### config.mk
export PLATFORM = sky130hd
export DESIGN_NAME = f_sort4
export DESIGN_NICKNAME = d
export VERILOG_FILES = /design/src/rtl/f_sort4.sv
export SDC_FILE = /design/constraint.sdc
export NUM_CORES = 1
export LEC_CHECK = 0
export CORE_MARGIN = 10
export CORE_UTILIZATION = 25
export CTS_CLUSTER_DIAMETER = 100
export DETAILED_ROUTE_END_ITERATION = 12
export PLACE_DENSITY = 0.51
export SLEW_MARGIN = 5
export SYNTH_ARGS = -nofsm -noshare
export SYNTH_HDL_FRONTEND = slang
export SYNTH_SLANG_ARGS = --single-unit
### constraint.sdc
create_clock -name clk -period 6.6 [get_ports clk]
set_clock_uncertainty 0.15 [all_clocks]
set_input_delay 0.66 -clock clk [delete_from_list [all_inputs] [get_ports clk]]
set_output_delay 0.66 -clock clk [all_outputs]
set_load 0.005 [all_outputs]
### src/rtl/f_sort4.sv
// ============================================================================
// Module   : f_sort4
// Brief    : Burst float sorter, one compare-and-swap per cycle (bubble sort).
// Revision : 1.0 - initial release
// ============================================================================
`default_nettype none

module f_sort4 #(
  parameter int N = 4
) (
  input  logic        clk,
  input  logic        rst_n,
  input  logic        in_valid,
  output logic        in_ready,
  input  logic [31:0] in_data,
  output logic        out_valid,
  input  logic        out_ready,
  output logic [31:0] out_data,
  output logic        busy
);

  localparam int          IW     = (N <= 2) ? 1 : $clog2(N);
  localparam logic [IW-1:0] C_LAST  = IW'(N - 1);
  localparam logic [IW-1:0] C_LASTJ = IW'(N - 2);
  localparam logic [IW-1:0] C_ONE   = IW'(1);

  typedef enum logic [1:0] {
    S_LOAD  = 2'd0,
    S_SORT  = 2'd1,
    S_DRAIN = 2'd2
  } state_t;

  state_t          state_q, state_d;
  logic [31:0]     mem_q [N];
  logic [31:0]     mem_d [N];
  logic [IW-1:0]   wr_q, wr_d, rd_q, rd_d, j_q, j_d, pass_q, pass_d;
  logic            swapped_q, swapped_d;
  logic            in_ready_q, in_ready_d;
  logic            out_valid_q, out_valid_d;
  logic            busy_q, busy_d;
  logic [31:0]     out_data_q, out_data_d;
  logic            w_swap;
  logic [IW-1:0]   w_j1;

  // Sign-magnitude float mapped onto an unsigned total order.
  function automatic logic [31:0] f_key(input logic [31:0] x);
    return x[31] ? ~x : (x ^ 32'h8000_0000);
  endfunction

  assign w_j1 = j_q + C_ONE;

  always_comb begin
    state_d   = state_q;
    mem_d     = mem_q;
    wr_d      = wr_q;
    rd_d      = rd_q;
    j_d       = j_q;
    pass_d    = pass_q;
    swapped_d = swapped_q;
    w_swap    = 1'b0;
    case (state_q)
      S_LOAD: begin
        if (in_valid && in_ready_q) begin
          mem_d[wr_q] = in_data;
          if (wr_q == C_LAST) begin
            wr_d      = '0;
            j_d       = '0;
            pass_d    = '0;
            swapped_d = 1'b0;
            state_d   = S_SORT;
          end else begin
            wr_d = wr_q + C_ONE;
          end
        end
      end
      S_SORT: begin
        w_swap = f_key(mem_q[j_q]) > f_key(mem_q[w_j1]);
        if (w_swap) begin
          mem_d[j_q]  = mem_q[w_j1];
          mem_d[w_j1] = mem_q[j_q];
        end
        if (j_q == C_LASTJ) begin
          if (!(swapped_q || w_swap) || (pass_q == C_LASTJ)) begin
            state_d = S_DRAIN;
            rd_d    = '0;
          end else begin
            j_d       = '0;
            pass_d    = pass_q + C_ONE;
            swapped_d = 1'b0;
          end
        end else begin
          j_d       = w_j1;
          swapped_d = swapped_q | w_swap;
        end
      end
      S_DRAIN: begin
        if (out_valid_q && out_ready) begin
          if (rd_q == C_LAST) begin
            rd_d    = '0;
            state_d = S_LOAD;
          end else begin
            rd_d = rd_q + C_ONE;
          end
        end
      end
      default: state_d = S_LOAD;
    endcase

    // Outputs are decoded from the next state so they are pure registers.
    in_ready_d  = (state_d == S_LOAD);
    out_valid_d = (state_d == S_DRAIN);
    busy_d      = (state_d != S_LOAD);
    out_data_d  = out_valid_d ? mem_d[rd_d] : 32'h0;
  end

  always_ff @(posedge clk) begin
    if (!rst_n) begin
      state_q     <= S_LOAD;
      for (int i = 0; i < N; i++) mem_q[i] <= 32'h0;
      wr_q        <= '0;
      rd_q        <= '0;
      j_q         <= '0;
      pass_q      <= '0;
      swapped_q   <= 1'b0;
      in_ready_q  <= 1'b0;
      out_valid_q <= 1'b0;
      busy_q      <= 1'b0;
      out_data_q  <= 32'h0;
    end else begin
      state_q     <= state_d;
      for (int i = 0; i < N; i++) mem_q[i] <= mem_d[i];
      wr_q        <= wr_d;
      rd_q        <= rd_d;
      j_q         <= j_d;
      pass_q      <= pass_d;
      swapped_q   <= swapped_d;
      in_ready_q  <= in_ready_d;
      out_valid_q <= out_valid_d;
      busy_q      <= busy_d;
      out_data_q  <= out_data_d;
    end
  end

  assign in_ready  = in_ready_q;
  assign out_valid = out_valid_q;
  assign out_data  = out_data_q;
  assign busy      = busy_q;

endmodule

`default_nettype wire

; ---- Word level (Yosys, flattened, before mapping)
; Cells that the tools add are included.
[word_totals]
output_inout_bits = 35
wordCells = 112
input_bits = 36
register_bits = 174
[classes]
n_eq_ne = 12
order_cmp = 8
n_reduce_logical = 16
addsub = 4
bitwise_logic = 9
n_mux = 49
[ops]
columns = cell, n
row1 = $bwmux 128, 3
row2 = $mux 32, 11
row3 = $mux 128, 2
row4 = $pmux 128 s2, 1
row5 = $bmux 32 s2, 3
row6 = $demux 32 s2, 3
row7 = $not 32->32, 2
row8 = $mux 2, 17
row9 = $gt 32x32->1, 1
row10 = $eq 2x2->1 const B, 6
row11 = $ge 3x3->1 const B, 4
row12 = $not 2->3, 4
row13 = $pmux 2 s2, 3
row14 = $lt 3x1->1 const B, 3
row15 = $add 2x1->2 const B, 4
row16 = $ne 2x2->1 const B, 4
row17 = $pmux 2 s3, 1
row18 = $logic_and 1x1->1, 5
row19 = $reduce_and 5->1, 1
row20 = $logic_not 2->1, 2
row21 = $mux 1, 4
row22 = $reduce_and 2->1, 2
row23 = $reduce_and 4->1, 1
row24 = $reduce_bool 2->1, 2
row25 = other kinds (7), 9

; ---- Longest topological paths before layout
[depth]
depth_word = 18
ltp_mapped = 22

; ---- Worst setup path after synthesis
; OpenSTA, ideal clock, no wires.
[synth_timing]
kind = reg2reg
startpoint = register j_q[0]
endpoint = register out_data_q[26], in the netlist out_data[26]
setup_time_ns = 0.117
t_arrival_ns = 5.422
t_required_ns = 6.333
setup_slack_ns = 0.911
synth_period_minus_slack_ns = 5.689
stages_incl_launch_ff = 22
path_cell_list = dfxtp_1 -> buf_2 -> clkbuf_1 -> inv_1 -> ha_1 -> clkbuf_1 -> buf_2 -> mux4_2 -> clkbuf_1 -> buf_2 -> xnor2_1 -> ha_1 -> a21o_1 -> a21o_1 -> a221o_1 -> o31ai_2 -> buf_4 -> a31o_1 -> buf_4 -> buf_6 -> mux2_2 -> a32o_1
[synth_via]
elab_chain_cells = 18
[synth_lines]
columns = item, line_no
row1 = from (decl), 36  ; logic [IW-1:0] wr_q, wr_d, rd_q, rd_d, j_q, j_d, pass_q, pass_d;
row2 = from (signal assigned), 134  ; j_q <= j_d;
row3 = $add 2x1->2, 50  ; assign w_j1 = j_q + C_ONE;
row4 = $not 2->3 (implied by the code), "77, 79, 80"
row5 = $bmux 32 s2, "77, 79"
row6 = $mux 32 (implied by the code) (2 in a row), "77, 79"
row7 = $not 32->32 or $not 1->1 (tied branches), --
row8 = $mux 32, 47  ; return x[31] ? ~x : (x ^ 32'h8000_0000);
row9 = $gt 32x32->1, 77  ; w_swap = f_key(mem_q[j_q]) > f_key(mem_q[w_j1]);
row10 = $logic_or 1x1->1, 83  ; if (!(swapped_q || w_swap) || (pass_q == C_LASTJ)) begin
row11 = $logic_not 1->1, 83
row12 = $logic_or 1x1->1, 83
row13 = $mux 2, 83
row14 = $mux 2, 82  ; if (j_q == C_LASTJ) begin
row15 = $pmux 2 s2, 61  ; case (state_q)
row16 = $not 2->3 (implied by the code), 113  ; out_data_d = out_valid_d ? mem_d[rd_d] : 32'h0;
row17 = $bmux 32 s2, 113
row18 = $mux 32 (implied by the code) (2 in a row), 113
row19 = to (signal assigned), 140  ; out_data_q <= out_data_d;
row20 = to (decl), 41  ; logic [31:0] out_data_q, out_data_d;
; Parallel ways exist; a longest one is shown, timed or not. The select of a mux whose other input is x is not followed.
; A chain may end at the register's enable or synchronous reset.

; ---- Worst setup path after layout
[layout_timing]
startpoint = register j_q[0]
endpoint = register out_data_q[28], in the netlist out_data[28]
; The elaborated chain is that of the path after synthesis.

==> run_results.csv <==
group,metric,value,unit
timing,setup-tns-final,0,ns
pwr,power.density,169.2,mW/mm²
die,design.core.area,0.05413,mm²
cells_and_area,ff_latch_area,0.003488,mm²
cells_and_area,multiInputGateArea,0.009353,mm²
cells_and_area,diodes,0,
timing,slew_viol_final,0,
clock_tree,cts.htree.levels,4,
cells_and_area,fin_cells,2306,
clock_tree,cts_root_buf,"clkbuf_16",
global_routing,grt_pass1_wl,80.40,mm
timing,rsz0062_at_grt,"false",
worst_setup_path,rrSetupSlack,0.35,ns
die,die_y,254.7,µm
cells_and_area,area_delta_synth_final,13.66,%
status,status,"finished clean",
cells_and_area,drive_above_1_share,13.11,%
clock_tree,hold_buffers,0,
detailed_routing,ant_nets,0,
worst_setup_path,cp-start-kind,"flop",
worst_setup_path,cp.required,6.81,ns
worst_setup_path,cp_top_family,"compound AO/OA/AOI/OAI gates",
detailed_routing,post_drt_wl_per_cell,22.72,µm
clock_tree,ctsLongestPathBuffers,2,
cells_and_area,layout.nets,1682,
timing,slew_headroom,22.75,%
worst_setup_path,max_stage_delay,0.82,ns
detailed_routing,finalWirelength,52.40,mm
die,start_util,25.43,%
clock_tree,cts_resized,0,
synth,synth_nets,1704,
timing,fin_crit,6.250,ns
placement,gp_congestion,0.8187,
timing,final-hold-violation-count,0,
synth,ys_seq_area_share,25.30,%
detailed_routing,first_iter_violations,1335,
global_routing,grt_overflow,0,
global_routing,antenna_found_initial,0,
placement,port_buffers,70,
worst_setup_path,worstPathArrival,6.46,ns
die,num_rows,85,
worst_setup_path,worst_path_most_repeated_cell,"a221o_1",
clock_tree,clock_latency,0.47,ns
global_routing,grt_max_degree,73,
detailed_routing,routed_via_density,5.693,
cells_and_area,fillCellCount,5693,
synth,synthArstFlopShare,0,%
worst_setup_path,crit_type,"reg2reg",
synth,synth_area_leaders,"dfxtp_1, mux4_2, o221ai_1, mux2i_1, ha_1",
clock_tree,clkTransAtPathRegs,0.08,ns
synth,synth_warnings,0,
placement,dp_hpwl,33.91,mm
detailed_routing,first_pass_iters,5,
synth,synth_edf_count,0,
global_routing,grt_pass1_vias,13050,
timing,max_freq,160.0,MHz
run,max_cap_viol_count,0,
clock_tree,tritoncts,"built",
clock_tree,cts_setup_buffers,0,
timing,setup_viol,0,
worst_setup_path,cpMaxStageDelayCell,"mux4_2",
worst_setup_path,worstPathMaxFanout,22,
die,die_w,254.7,µm
synth,synth_seq_cells,174,
timing,finalCritPeriodShare,94.70,%
detailed_routing,vias,13130,
timing,tightest_slew,1.159,ns
die,dieArea,0.06485,mm²
synth,synthFlopType,"dfxtp_1",
placement,placed_cells,2274,
detailed_routing,drc,0,
worst_setup_path,path_buf_inv,2,
pwr,peakVddDrop,0.0001301,V
worst_setup_path,end_kind,"flop",
synth,synth_cells,1619,
clock_tree,cts_inserted_buffers,17,
worst_setup_path,path_cells,"inv_1 > ha_2 > mux4_2 > buf_4 > xnor2_1 > ha_1 > a21oi_1 > o21ai_0 > a221o_1 > o31ai_4 > a21o_1 > nand2_1 > a221o_1 > a32o_1",
pwr,p_leak,0.005485,µW
min_path,holdCritPathClass,"reg2reg",
synth,synth.avg_cell_area,8.503,µm²
die,io_pins,71,
timing,final.setup.worst_slack,0.3496,ns
synth,synth_area,0.01377,mm²
placement,pre_cts_ws,0.3224,ns
global_routing,grt_usage,16.01,%
synth,yosysTopAreaCell,"dfxtp_1",
synth,synth_top_area_share,25.30,%
clock_tree,cts.sinks,174,
synth,synth.distinct_cells,66,
## registers in the layout, summed over array words and instances (netlist names)
register,flops
in_ready,1
mem_q,128
out_valid,1
j_q,2
rd_q,2
swapped_q,1
busy,1
pass_q,2
out_data,32
state_q,2
wr_q,2
## layout make-up
class	instances	share of cell area (%)
Clock inverter	15	1.016
Tap cell	696	5.566
Timing Repair Buffer	116	6.733
Sequential cell	174	22.30
Clock buffer	17	2.719
Multi-Input combinational cell	1209	59.78
Inverter	79	1.895
## cells in the final DEF (no fill, tap or decap), types with 4 or more instances in the layout
| cell | n |
|---|---|
| dfxtp_1 | 172 |
| nand2_1 | 155 |
| nor2_1 | 127 |
| a21oi_1 | 106 |
| o221ai_1 | 83 |
| inv_1 | 78 |
| and2_1 | 70 |
| clkdlybuf4s50_1 | 69 |
| mux2i_1 | 68 |
| mux4_2 | 64 |
| o22ai_1 | 52 |
| ha_1 | 45 |
| buf_4 | 45 |
| mux2_2 | 35 |
| o21ai_0 | 33 |
| o211ai_1 | 32 |
| xor2_1 | 31 |
| xnor2_1 | 31 |
| a32o_1 | 31 |
| nand4_1 | 29 |
| nand3_1 | 27 |
| a22oi_1 | 23 |
| a31oi_1 | 21 |
| or3_1 | 20 |
| a211oi_1 | 19 |
| clkbuf_16 | 17 |
| a221o_1 | 12 |
| a311o_1 | 11 |
| o22a_1 | 11 |
| o21a_1 | 11 |
| a21o_1 | 7 |
| inv_6 | 6 |
| ha_2 | 4 |
## cell families after synthesis
group	after synthesis	synth area share, %
fa+ha+maj	49	4.454
xor+xnor	62	3.945
buf+inv	236	7.308
mux	167	18.28
compound gates	482	25.49
flops	174	25.30
simple gates	449	15.22
## worst register-to-register path: stages (launching register included)
cell,delay [ns]
dfxtp_4,0.55
inv_1,0.16
ha_2,0.68
mux4_2,0.82
buf_4,0.35
xnor2_1,0.19
ha_1,0.34
a21oi_1,0.14
o21ai_0,0.12
a221o_1,0.43
o31ai_4,0.80
a21o_1,0.63
nand2_1,0.16
a221o_1,0.36
a32o_1,0.26
## synth_stat cells, types with 5 or more instances
cell type and instances:
o22a_1 11, a311o_1 11, clkbuf_1 91, buf_4 9
o22ai_1 52, buf_2 38, xor2_1 31, and2_1 71
a22oi_1 23, o211ai_1 32, dfxtp_1 174, nand4_1 29
o21ai_0 34, nor2_1 127, or3_1 20, o21a_1 11
a21o_1 7, mux4_2 64, xnor2_1 31, buf_6 5
o221ai_1 83, nand3_1 27, ha_1 49, a211oi_1 19
inv_1 78, a21oi_1 106, mux2i_1 68, buf_1 13
a221o_1 12, a32o_1 31, mux2_2 35, a31oi_1 23
nand2_1 156
## per-stage QoR
step	power [µW]	util, %	instance area, µm²	hold slack (ns)
floorplan	1421	-	13770	0.2847
global placement	1583	27.81	15050	0.2946
detailed placement	1587	27.81	15050	0.3007
CTS	2661	28.89	15640	0.3111
global route	2743	28.90	15650	0.3521
finish	2647	28.90	15650	0.3125
## power breakdown
part	internal (µW)	leakage, µW	switching (µW)
sequential	1070	0.00141	16.9
clock	563	0.000281	508
combinational	175	0.00380	319
total	1800	0.00549	844
## per-layer routing
layer  track usage, %  wire length [µm]  vias up
met5                0                 0        -
met4            4.369               981        0
met3            2.300              2938       77
met2            27.96             25680      504
met1            20.20             22800     6487
li1                 -                 -     6059
## path summary, 6_finish.rpt
path,startpoint,end,depth (start not counted)
hold / removal,pass_q[0],pass_q[0],2
setup / recovery,j_q[0],out_data[28],14
hold reg to reg,pass_q[0],pass_q[0],2
setup reg to reg,j_q[0],out_data[28],14
(Power assumes the default switching activity.)
